[src/rtl/m_mem_access.sv]
// m_mem_access
// Memory-stage access unit. It takes the operands held in the M pipeline
// register and runs one data-memory transaction per load/store over a req/ack
// bus. The load result is extracted from its byte lane and written into the
// W-stage register. Non-memory instructions pass straight through to W.
//
// Ports
//   clk, reset (async, active-low)
//   M_PC, M_A3, M_ALU_result, M_V2, M_mem_op   : instruction in M
//   mem_req, mem_we, mem_addr, mem_byteen,
//   mem_wdata                                  : registered bus request
//   mem_ack, mem_rdata                         : bus response
//   stall                                      : holds F/D/E/M (combinational)
//   W_PC, W_A3, W_data, W_exc                  : W-stage register
//
// Configuration macro: M_MEM_ALIGN_CHECK_EN
//   Defined   : misaligned lw/sw/lh/lhu/sh raise AdEL/AdES and skip the bus.
//   Undefined : W_exc is tied to 00. Misaligned low address bits are ignored
//               according to the access size.
module m_mem_access #(
    parameter int ADDR_W = 32
) (
    input  logic              clk,
    input  logic              reset,
    input  logic [31:0]       M_PC,
    input  logic [4:0]        M_A3,
    input  logic [31:0]       M_ALU_result,
    input  logic [31:0]       M_V2,
    input  logic [3:0]        M_mem_op,
    output logic              mem_req,
    output logic              mem_we,
    output logic [ADDR_W-1:0] mem_addr,
    output logic [3:0]        mem_byteen,
    output logic [31:0]       mem_wdata,
    input  logic              mem_ack,
    input  logic [31:0]       mem_rdata,
    output logic              stall,
    output logic [31:0]       W_PC,
    output logic [4:0]        W_A3,
    output logic [31:0]       W_data,
    output logic [1:0]        W_exc
);

    localparam logic [3:0] OP_LW  = 4'd1;
    localparam logic [3:0] OP_LH  = 4'd2;
    localparam logic [3:0] OP_LHU = 4'd3;
    localparam logic [3:0] OP_LB  = 4'd4;
    localparam logic [3:0] OP_LBU = 4'd5;
    localparam logic [3:0] OP_SW  = 4'd6;
    localparam logic [3:0] OP_SH  = 4'd7;
    localparam logic [3:0] OP_SB  = 4'd8;

    typedef enum logic {S_IDLE = 1'b0, S_BUSY = 1'b1} state_t;

    state_t state, state_nxt;

    function automatic logic is_load_op(input logic [3:0] op);
        return (op >= OP_LW) && (op <= OP_LBU);
    endfunction

    function automatic logic is_store_op(input logic [3:0] op);
        return (op >= OP_SW) && (op <= OP_SB);
    endfunction

    // Loads always enable all four lanes; only sh/sb narrow the enables.
    function automatic logic [3:0] store_byteen(input logic [3:0] op,
                                                input logic [1:0] a);
        case (op)
            OP_SH:   return a[1] ? 4'b1100 : 4'b0011;
            OP_SB:   return 4'b0001 << a;
            default: return 4'b1111;
        endcase
    endfunction

    // Narrow store data is replicated across lanes so the byte enables alone
    // pick the destination.
    function automatic logic [31:0] store_wdata(input logic [3:0]  op,
                                                input logic [31:0] v2);
        case (op)
            OP_SH:   return {2{v2[15:0]}};
            OP_SB:   return {4{v2[7:0]}};
            default: return v2;
        endcase
    endfunction

    // Halfword ops look only at a[1] and word ops ignore a, so misaligned low
    // bits fall away naturally when the alignment check is disabled.
    function automatic logic [31:0] load_extract(input logic [3:0]  op,
                                                 input logic [1:0]  a,
                                                 input logic [31:0] rdata);
        logic [7:0]  b;
        logic [15:0] h;
        b = rdata[{a, 3'b000} +: 8];
        h = a[1] ? rdata[31:16] : rdata[15:0];
        case (op)
            OP_LB:   return {{24{b[7]}}, b};
            OP_LBU:  return {24'd0, b};
            OP_LH:   return {{16{h[15]}}, h};
            OP_LHU:  return {16'd0, h};
            default: return rdata;
        endcase
    endfunction

    logic [1:0] a_m;
    logic       is_mem_m;
    logic       misaligned_m;
    logic       issue;

    // Context of the in-flight access, needed when the ack arrives.
    logic [3:0]  op_q;
    logic [1:0]  a_q;
    logic [31:0] pc_q;
    logic [4:0]  a3_q;

    assign a_m      = M_ALU_result[1:0];
    assign is_mem_m = is_load_op(M_mem_op) || is_store_op(M_mem_op);

`ifdef M_MEM_ALIGN_CHECK_EN
    logic [1:0] exc_q;
    assign misaligned_m = (((M_mem_op == OP_LW) || (M_mem_op == OP_SW)) && (a_m != 2'b00)) ||
                          (((M_mem_op == OP_LH) || (M_mem_op == OP_LHU) ||
                            (M_mem_op == OP_SH)) && a_m[0]);
    assign W_exc = exc_q;
`else
    assign misaligned_m = 1'b0;
    assign W_exc        = 2'b00;
`endif

    assign issue = (state == S_IDLE) && is_mem_m && !misaligned_m;

    // ---- FSM: state register ----
    always_ff @(posedge clk or negedge reset) begin
        if (!reset) state <= S_IDLE;
        else        state <= state_nxt;
    end

    // ---- FSM: next state ----
    always_comb begin
        state_nxt = state;
        case (state)
            S_IDLE:  if (issue)   state_nxt = S_BUSY;
            S_BUSY:  if (mem_ack) state_nxt = S_IDLE;
            default: state_nxt = S_IDLE;
        endcase
    end

    // ---- FSM: outputs (stall releases in the ack cycle) ----
    always_comb begin
        stall = 1'b0;
        case (state)
            S_IDLE:  stall = issue;
            S_BUSY:  stall = !mem_ack;
            default: stall = 1'b0;
        endcase
    end

    // ---- M -> bus: request registered on the issue edge, held until ack ----
    always_ff @(posedge clk or negedge reset) begin
        if (!reset) begin
            mem_req    <= 1'b0;
            mem_we     <= 1'b0;
            mem_addr   <= '0;
            mem_byteen <= 4'b0000;
            mem_wdata  <= 32'd0;
            op_q       <= 4'd0;
            a_q        <= 2'b00;
            pc_q       <= 32'd0;
            a3_q       <= 5'd0;
        end else if (issue) begin
            mem_req    <= 1'b1;
            mem_we     <= is_store_op(M_mem_op);
            mem_addr   <= {M_ALU_result[ADDR_W-1:2], 2'b00};
            mem_byteen <= store_byteen(M_mem_op, a_m);
            mem_wdata  <= store_wdata(M_mem_op, M_V2);
            op_q       <= M_mem_op;
            a_q        <= a_m;
            pc_q       <= M_PC;
            a3_q       <= M_A3;
        end else if ((state == S_BUSY) && mem_ack) begin
            mem_req    <= 1'b0;
        end
    end

    // ---- M/bus -> W ----
    always_ff @(posedge clk or negedge reset) begin
        if (!reset) begin
            W_PC   <= 32'd0;
            W_A3   <= 5'd0;
            W_data <= 32'd0;
`ifdef M_MEM_ALIGN_CHECK_EN
            exc_q  <= 2'b00;
`endif
        end else if (state == S_IDLE) begin
            if (issue) begin
                // Bubble while the access is outstanding.
                W_A3   <= 5'd0;
`ifdef M_MEM_ALIGN_CHECK_EN
                exc_q  <= 2'b00;
            end else if (misaligned_m) begin
                W_PC   <= M_PC;
                W_A3   <= 5'd0;
                W_data <= M_ALU_result;
                exc_q  <= is_load_op(M_mem_op) ? 2'b01 : 2'b10;
`endif
            end else begin
                W_PC   <= M_PC;
                W_A3   <= M_A3;
                W_data <= M_ALU_result;
`ifdef M_MEM_ALIGN_CHECK_EN
                exc_q  <= 2'b00;
`endif
            end
        end else if (mem_ack) begin
            W_PC <= pc_q;
            W_A3 <= is_load_op(op_q) ? a3_q : 5'd0;
            if (is_load_op(op_q)) W_data <= load_extract(op_q, a_q, mem_rdata);
`ifdef M_MEM_ALIGN_CHECK_EN
            exc_q <= 2'b00;
`endif
        end else begin
            W_A3 <= 5'd0;
`ifdef M_MEM_ALIGN_CHECK_EN
            exc_q <= 2'b00;
`endif
        end
    end

endmodule

[config.mk]
export PLATFORM = sky130hd
export DESIGN_NAME = m_mem_access
export DESIGN_NICKNAME = d
export VERILOG_FILES = /design/src/rtl/m_mem_access.sv
export SDC_FILE = /design/constraint.sdc
export NUM_CORES = 1
export LEC_CHECK = 0
export BUFFER_PORTS_ARGS = -buffer_cell sky130_fd_sc_hd__clkbuf_2
export CAP_MARGIN = 15
export CORE_MARGIN = 1.5
export CORE_UTILIZATION = 45
export CTS_BUF_LIST = sky130_fd_sc_hd__clkbuf_4 sky130_fd_sc_hd__clkbuf_8
export DETAILED_ROUTE_END_ITERATION = 7
export MAX_ROUTING_LAYER = met4
export PLACE_DENSITY_LB_ADDON = 0.25
export SYNTH_ARGS = -nofsm -noshare
export SYNTH_HDL_FRONTEND = slang
export SYNTH_SLANG_ARGS = --single-unit
[constraint.sdc]
create_clock -name clk -period 3.5 [get_ports clk]
set_input_delay 1.05 -clock clk [delete_from_list [all_inputs] [get_ports clk]]
set_output_delay 1.05 -clock clk [all_outputs]
set_load 0.02 [all_outputs]
==> results of run 1 <==
-- sequential cells by signal (all words and copies together) (netlist names) --
name and count:
pc_q 32, a3_q 5, mem_wdata 32, op_q 4, mem_addr 30, mem_we 1
mem_req 1, W_A3 5, a_q 2, state 1, mem_byteen 4, W_PC 32
W_data 32
-- area by class of cell --
| cell class | count | area (um^2) |
|---|---|---|
| Fill cell | 1714 | 8090 |
| Multi-Input combinational cell | 652 | 3630 |
| Inverter | 7 | 26.3 |
| Clock inverter | 15 | 186 |
| Timing Repair Buffer | 296 | 1590 |
| Sequential cell | 181 | 4530 |
| Tap cell | 234 | 293 |
| Clock buffer | 17 | 234 |
-- power groups by stage --
| stage | Sequential, mW | Clock (mW) | Combinational (mW) |
|---|---|---|---|
| 3_5_place_dp | 3.25 | 0 | 3.08 |
| 6_report | 3.22 | 1.54 | 3.05 |
| 3_3_place_gp | 3.24 | 0 | 3.01 |
| 4_1_cts | 3.22 | 1.57 | 3.08 |
| 2_1_floorplan | 3.82 | 0 | 1.37 |
| 5_1_grt | 3.30 | 1.64 | 3.34 |
-- kinds of logic after synthesis --
kind of cell              after synthesis
AOI/OAI and AO/OA                     191
other                                   1
DFF                                   181
and+or+nand+nor                       410
buffers and inverters                  75
xor gates and xnor gates                1
muxes                                  46
-- critical path, stage by stage --
cell      delay, ns
clkbuf_2       0.14
or4_4          0.59
nand3_4        0.14
o21ai_4        0.08
clkbuf_2       0.16
-- final timing paths --
check	cells after the start	to	slack, ns
worst max-delay path	5	stall	0.29
max in group asynchronous	2	mem_addr[12]	2.12
worst max register to register	4	W_data[13]	1.11
worst min register to register	2	mem_addr[27]	0.48
min in group asynchronous	1	mem_addr[3]	0.56
worst min-delay path	2	mem_addr[27]	0.48
-- synthesized netlist by cell type, drive strengths merged (2+ instances only) --
cell       n
a31oi      2
a211o      3
dfrtp    181
buf       42
o311ai     4
nor2      34
nand2b     2
a21oi     21
or2        4
nand2    309
o221ai     7
nand3     15
nor3b      3
inv        6
and3      11
nor3      22
nor2b      3
a211oi    21
clkbuf    26
a21o       2
mux2i     44
nand3b     2
o22a       8
a221o     10
o22ai     16
o21ai     60
a2111oi    2
a22o      12
o31ai      5
a22oi      8
-- metal layers --
metal	routed length (um)	vias to the layer above	global-route usage (%)
li1	-	3608	-
met1	10600	3694	34.7
met2	11600	313	41.5
met3	1940	44	6.19
met4	637	0	9.31
met5	0	-	-
==> flow_metrics.tcl, run 1 <==
set metrics [dict create \
    status "finished, final reports clean" \
    grt_pass1_wl_mm 40.4 \
    whs_ns 0.481 \
    switchingPower_mw 3.32 \
    required_ns 2.45 \
    ys.flop_type "dfrtp_1" \
    finalSetupViolCount 0 \
    intPower_mw 4.49 \
    r2r-start "op_q[2]" \
    final_area_um2 10500 \
    final_common_cell "nand2_1" \
    clk_path_buf_depth 2 \
    setup_ws_ns 0.290 \
    total_power_mw 7.81 \
    slew_headroom_pct 32.6 \
    num_vias 7659 \
    seq_area_frac_synth_pct 53.3 \
    peakVddDrop_mv 0.320 \
    dp_slack_ns 0.295 \
    seqPwrFrac_pct 41.2 \
    power.density_nw_per_um2 744 \
    drc_errors 0 \
    synth-seq-cells 181 \
    place.gp.congestion 0.860 \
    start_util_pct 45.7 \
    worstPathArrival_ns 2.16 \
    portBuffers 277 \
    core_um2 18600 \
    netlist_area_um2 8500 \
    num_io_pins 282 \
    end_kind "primary output" \
    yosysTopAreaCellShare_pct 53.3 \
    combinationalPowerShare_pct 39.1 \
    hold_start "mem_addr[27]" \
    dieHeight_um 140 \
    drv_cap 0 \
    clk_latency_ns 0.47 \
    layout_common_cells "nand2_1 (309), clkbuf_2 (276), dfrtp_1 (180)" \
    utilization_pct 56.5 \
    grt_max_degree 104 \
    min_period_over_period_pct 91.7 \
    synth_compound_area_share_pct 16.7 \
    clock_skew_ns 0.0167 \
    antenna_found_initial 0 \
    first_pass_iters 5 \
    grt_pass1_vias 7575 \
    die_w_um 140 \
    fmax_ghz 0.312 \
    cp_max_fo 8 \
    syn_area_per_cell_um2 9.39 \
    place_area_um2 10100 \
    first_iter_violations 485 \
    place_inst 1370 \
    clkTransAtPathRegs_ns 0.11 \
    p_sw_share_pct 42.5 \
    rows 50 \
    synthCells 905 \
    wl_mm 24.8 \
    p_leak_nw 5.37 \
    hpwl_mm 17.4 \
    grt_use_total_pct 26.8 \
    yosys.area_share.xor_xnor_pct 0.103 \
    htreeDepth 4 \
    clkPwrFrac_pct 19.7 \
    wl_per_cell_um 17.7 \
    post-cts-setup-buffer-count 0 \
    dieArea_um2 19700 \
    cts_buffers 17 \
    drv_slew 0 \
    fin_nets 1295 \
    hold_viol 0 \
    final.setup.tns_ns 0 \
    syn_to_final_growth_pct 23.5 \
    crit_start "M_mem_op[1]" \
    ctsResizeCount 0 \
    yosys_warnings 0 \
    antenna_cells 0 \
    tightest_slew_ns 1.01 \
    cts_sinks 181 \
    synth_fa_ha_area_share_pct 0 \
    rsz0062_at_grt "no" \
    ant_nets 0 \
    drive_gt1_share_pct 30.9 \
    final_cells 1402 \
    synth_edf_count 0 \
    hold_class "flip-flop to flip-flop" \
    viasPerCell 5.46 \
    synth_mux_area_share_pct 5.58 \
    path_class "primary input to primary output" \
    startpoint_type "primary input" \
    yosysTopAreaCell "dfrtp_1" \
    ys_types 61 \
    hold_buffers 0 \
    grt.overflow.total 0 \
    synth_top_family_by_area "simple AND/OR/NAND/NOR gates" \
    min_period_ns 3.21 \
    ys_async_sr_fraction_pct 100 \
    cts_tree "built" \
    root_buffer "clkbuf_8" \
    synth-simple-area-share_pct 19.9 \
    ys_top_cells_by_area "dfrtp_1 (53%), nand2_1 (14%), mux2i_1 (5.2%)" \
]
No activity file was read; power rests on OpenSTA's default activity.
==> run 2: changes to the inputs <==
- BUFFER_PORTS_ARGS: -buffer_cell sky130_fd_sc_hd__clkbuf_2 -> -buffer_cell sky130_fd_sc_hd__buf_2
==> run 2 against run 1 <==
Register-to-register slack worse by 0.02 ns. Critical endpoint unchanged. Die area stayed put. Critical path type unchanged. Largest power group unchanged. Non-clock buffer count unchanged. Sequential share of layout area fell by 0.051 points. Highest routed layer unchanged.
==> flow_metrics.tcl, run 2 (synthesized netlist as in run 1, its figures left out) <==
set metrics [dict create \
    viasPerCell 5.42 \
    ctsResizeCount 0 \
    worstPathArrival_ns 2.16 \
    cp_max_fo 8 \
    fin_nets 1295 \
    htreeDepth 4 \
    cts_sinks 181 \
    final.setup.tns_ns 0 \
    hpwl_mm 17.1 \
    hold_viol 0 \
    power.density_nw_per_um2 738 \
    utilization_pct 56.5 \
    clk_latency_ns 0.46 \
    grt_max_degree 104 \
    rr_worst_depth 4 \
    num_io_pins 282 \
    dieArea_um2 19700 \
    slew_headroom_pct 42.9 \
    clock_skew_ns 0.0211 \
    whs_ns 0.477 \
    wl_mm 24.5 \
    end_kind "primary output" \
    required_ns 2.45 \
    first_iter_violations 511 \
    p_leak_nw 5.34 \
    place.gp.congestion 0.879 \
    hold_buffers 0 \
    clk_path_buf_depth 2 \
    portBuffers 277 \
    clkTransAtPathRegs_ns 0.10 \
    rows 50 \
    first_pass_iters 5 \
    min_period_ns 3.21 \
    r2r-start "op_q[2]" \
    ant_nets 0 \
    cts_tree "built" \
    startpoint_type "primary input" \
    grt_pass1_vias 7147 \
    start_util_pct 45.7 \
    rsz0062_at_grt "no" \
    path_class "primary input to primary output" \
    hold_depth 2 \
    antenna_found_initial 1 \
    status "finished, final reports clean" \
    rrSetupSlack_ns 1.09 \
    peakVddDrop_mv 0.374 \
    grt_pass1_wl_mm 39.0 \
    drv_cap 0 \
    min_period_over_period_pct 91.6 \
    num_vias 7605 \
    grt.overflow.total 0 \
    syn_to_final_growth_pct 23.7 \
    wl_per_cell_um 17.4 \
    rr_endpoint "W_data[13]" \
    num-fill-cells 1716 \
    hold_class "flip-flop to flip-flop" \
    hold_start "mem_addr[10]" \
    dieHeight_um 140 \
    die_w_um 140 \
    final_common_cell "nand2_1" \
    post-cts-setup-buffer-count 0 \
    tightest_slew_ns 0.857 \
    cts_buffers 17 \
    finalSetupViolCount 0 \
    root_buffer "clkbuf_8" \
    drc_errors 0 \
    layout_common_cells "nand2_1 (309), buf_2 (276), dfrtp_1 (180)" \
    drive_gt1_share_pct 30.9 \
    core_um2 18600 \
    fmax_ghz 0.312 \
    drv_slew 0 \
    grt_use_total_pct 25.9 \
    hold_path_end "mem_addr[10]" \
    total_power_mw 7.75 \
]
## run 2: through the flow
stage	cells	setup slack [ns]	area [um^2]
detailed placement	1369	0.200	10100
finish	1404	0.294	10500
CTS	1401	0.299	10500
global placement	1369	0.273	10100
floorplan	908	0.191	8510
global route	1403	0.271	10500
## run 2: worst max path at each step
stage | startpoint | cells after the start | slack [ns] | to
6_report | M_mem_op[1] | 5 | 0.29 | stall
5_1_grt | M_mem_op[1] | 5 | 0.27 | stall
4_1_cts | M_mem_op[1] | 5 | 0.30 | stall
3_5_place_dp | M_mem_op[1] | 8 | 0.20 | W_data[7]
3_3_place_gp | M_mem_op[1] | 8 | 0.27 | W_data[2]
2_1_floorplan | M_mem_op[3] | 6 | 0.19 | stall
## run 2: final cells by class
| class | instances | area (um^2) | area share [%] |
|---|---|---|---|
| Sequential cell | 181 | 4530 | 43.1 |
| Clock inverter | 15 | 186 | 1.77 |
| Antenna cell | 2 | 5.00 | 0.0476 |
| Multi-Input combinational cell | 652 | 3630 | 34.6 |
| Timing Repair Buffer | 296 | 1600 | 15.2 |
| Inverter | 7 | 26.3 | 0.250 |
| Tap cell | 234 | 293 | 2.79 |
| Clock buffer | 17 | 234 | 2.23 |
## run 2: power by group
group	total [mW]	switching [mW]	leakage (nW)	internal (mW)
registers	3.21	0.447	2.20	2.76
logic	3.05	1.97	2.93	1.08
clock network	1.49	0.879	0.209	0.613
total	7.75	3.30	5.34	4.45
## run 2: critical path, stage by stage
cell	delay [ns]
buf_2	0.14
or4_4	0.58
nand3_4	0.14
o21ai_4	0.09
buf_2	0.17
## run 2: routing by layer
layer  wire [um]  global-route usage [%]  up-vias
li1            -                       -     3611
met1       10900                    34.9     3700
met2       11500                    39.9      268
met3        1680                    5.68       26
met4         380                    6.59        0
met5           0                       -        -
==> run 3: changes to the inputs <==
- SETUP_SLACK_MARGIN: unset -> 0.3
==> run 3 against run 2 <==
Worst setup slack better by 0.045 ns. Clock skew down 0.0036 ns. Register-to-register slack got worse by 0.22 ns. Combinational power hardly changed. Clock power grew 5%. Critical path depth is the same. Sequential share of layout area down 0.072 points. Fmax increased by 1.4%. Cell count fell by 0.14%. Global-route usage up 0.38 points. Hold slack gained 0.0013 ns. Die area unchanged. Critical endpoint unchanged.
==> flow_metrics.tcl, run 3 (synthesized netlist as in run 1, its figures left out) <==
set metrics [dict create \
    status "finished, final reports clean" \
    final_common_cell "nand2_1" \
    place.gp.congestion 0.887 \
    first_pass_iters 4 \
    rr_endpoint "W_data[9]" \
    hold_path_end "mem_addr[19]" \
    num-fill-cells 1708 \
    hold_class "flip-flop to flip-flop" \
    ant_nets 0 \
    die_w_um 140 \
    cp_max_fo 8 \
    drc_errors 0 \
    core_um2 18600 \
    hold_depth 2 \
    htreeDepth 4 \
    peakVddDrop_mv 0.329 \
    rsz0062_at_grt "no" \
    finalSetupViolCount 0 \
    portBuffers 277 \
    clk_path_buf_depth 2 \
    drv_cap 0 \
    power.density_nw_per_um2 745 \
    top_layer "met4" \
    clock_skew_ns 0.0175 \
    wl_mm 25.2 \
    whs_ns 0.478 \
    layout_common_cells "nand2_1 (309), buf_2 (276), dfrtp_1 (180)" \
    p_leak_nw 5.34 \
    path_class "primary input to primary output" \
    clkTransAtPathRegs_ns 0.11 \
    final.setup.tns_ns 0 \
    fin_nets 1294 \
    syn_to_final_growth_pct 23.9 \
    hold_buffers 0 \
    grt.overflow.total 0 \
    worstPathArrival_ns 2.11 \
    r2r-start "op_q[2]" \
    start_util_pct 45.7 \
    root_buffer "clkbuf_8" \
    end_kind "primary output" \
    startpoint_type "primary input" \
    clk_latency_ns 0.46 \
    antenna_found_initial 1 \
    rrSetupSlack_ns 0.87 \
    wl_per_cell_um 18.0 \
    viasPerCell 5.47 \
    rows 50 \
    grt_use_total_pct 26.3 \
    num_io_pins 282 \
    dr_wl_met2_mm 11.9 \
    dieHeight_um 140 \
    fmax_ghz 0.316 \
    grt_pass1_wl_mm 39.7 \
    cts_sinks 181 \
    num_vias 7667 \
    min_period_over_period_pct 90.3 \
    hold_viol 0 \
    cts_buffers 17 \
    tightest_slew_ns 0.861 \
    slew_headroom_pct 42.6 \
    required_ns 2.45 \
    wl_met3_mm 1.81 \
    post-cts-setup-buffer-count 0 \
    drive_gt1_share_pct 30.9 \
    first_iter_violations 482 \
    cts_tree "built" \
    wl_met1_mm 10.9 \
    hpwl_mm 17.4 \
    grt_max_degree 92 \
    min_period_ns 3.16 \
    dieArea_um2 19700 \
    drv_slew 0 \
    grt_pass1_vias 7438 \
    rr_worst_depth 7 \
    hold_start "mem_addr[19]" \
]
## run 3: how the worst max path moves through the flow
stage | start | end | slack (ns) | cells past startpoint
after floorplan | M_mem_op[3] | stall | 0.33 | 6
after global placement | M_mem_op[1] | mem_wdata[24] | 0.22 | 7
after detailed placement | M_mem_op[1] | mem_wdata[29] | 0.18 | 7
after CTS | M_mem_op[1] | stall | 0.32 | 5
after global routing | M_mem_op[0] | stall | 0.31 | 5
final | M_mem_op[0] | stall | 0.34 | 5
## run 3: layer usage
metal	vias up	global-route usage [%]
li1	3611	-
met1	3705	34.7
met2	310	40.8
met3	41	5.13
met4	0	8.64
met5	-	-
## run 3: power breakdown
part	switching (mW)	internal (mW)	total (mW)
Combinational	1.99	1.07	3.07
Sequential	0.445	2.76	3.21
Clock	0.885	0.684	1.57
## run 3: critical path: stages
cell and delay, ns:
buf_2 0.15, or4_4 0.56, nand3_4 0.12, o21ai_4 0.07
buf_2 0.16
## run 3: stage by stage
stage               instances  utilization, %  worst slack (ns)  instance area (um^2)  power, mW
global route             1402            56.6             0.306                 10500       8.31
detailed placement       1369            54.2             0.175                 10100       6.32
CTS                      1401            56.6             0.319                 10500       7.90
floorplan                 908               -             0.330                  8530       5.20
global placement         1369            54.2             0.224                 10100       6.25
finish                   1402            56.6             0.339                 10500       7.84
## run 3: area by class of cell
| cell class | instances | area [um^2] | share of cell area [%] |
|---|---|---|---|
| Multi-Input combinational cell | 652 | 3660 | 34.8 |
| Tap cell | 234 | 293 | 2.78 |
| Clock inverter | 15 | 208 | 1.97 |
| Timing Repair Buffer | 295 | 1570 | 14.9 |
| Sequential cell | 181 | 4530 | 43.1 |
| Antenna cell | 1 | 2.50 | 0.0238 |
| Clock buffer | 17 | 234 | 2.22 |
| Inverter | 7 | 26.3 | 0.250 |
## run 3: repair_timing
item | 4_1_cts | 5_1_grt
endpoints found under the hold margin | 0 | 0
resized for setup | 0 | 1
setup endpoints to repair | 0 | 1
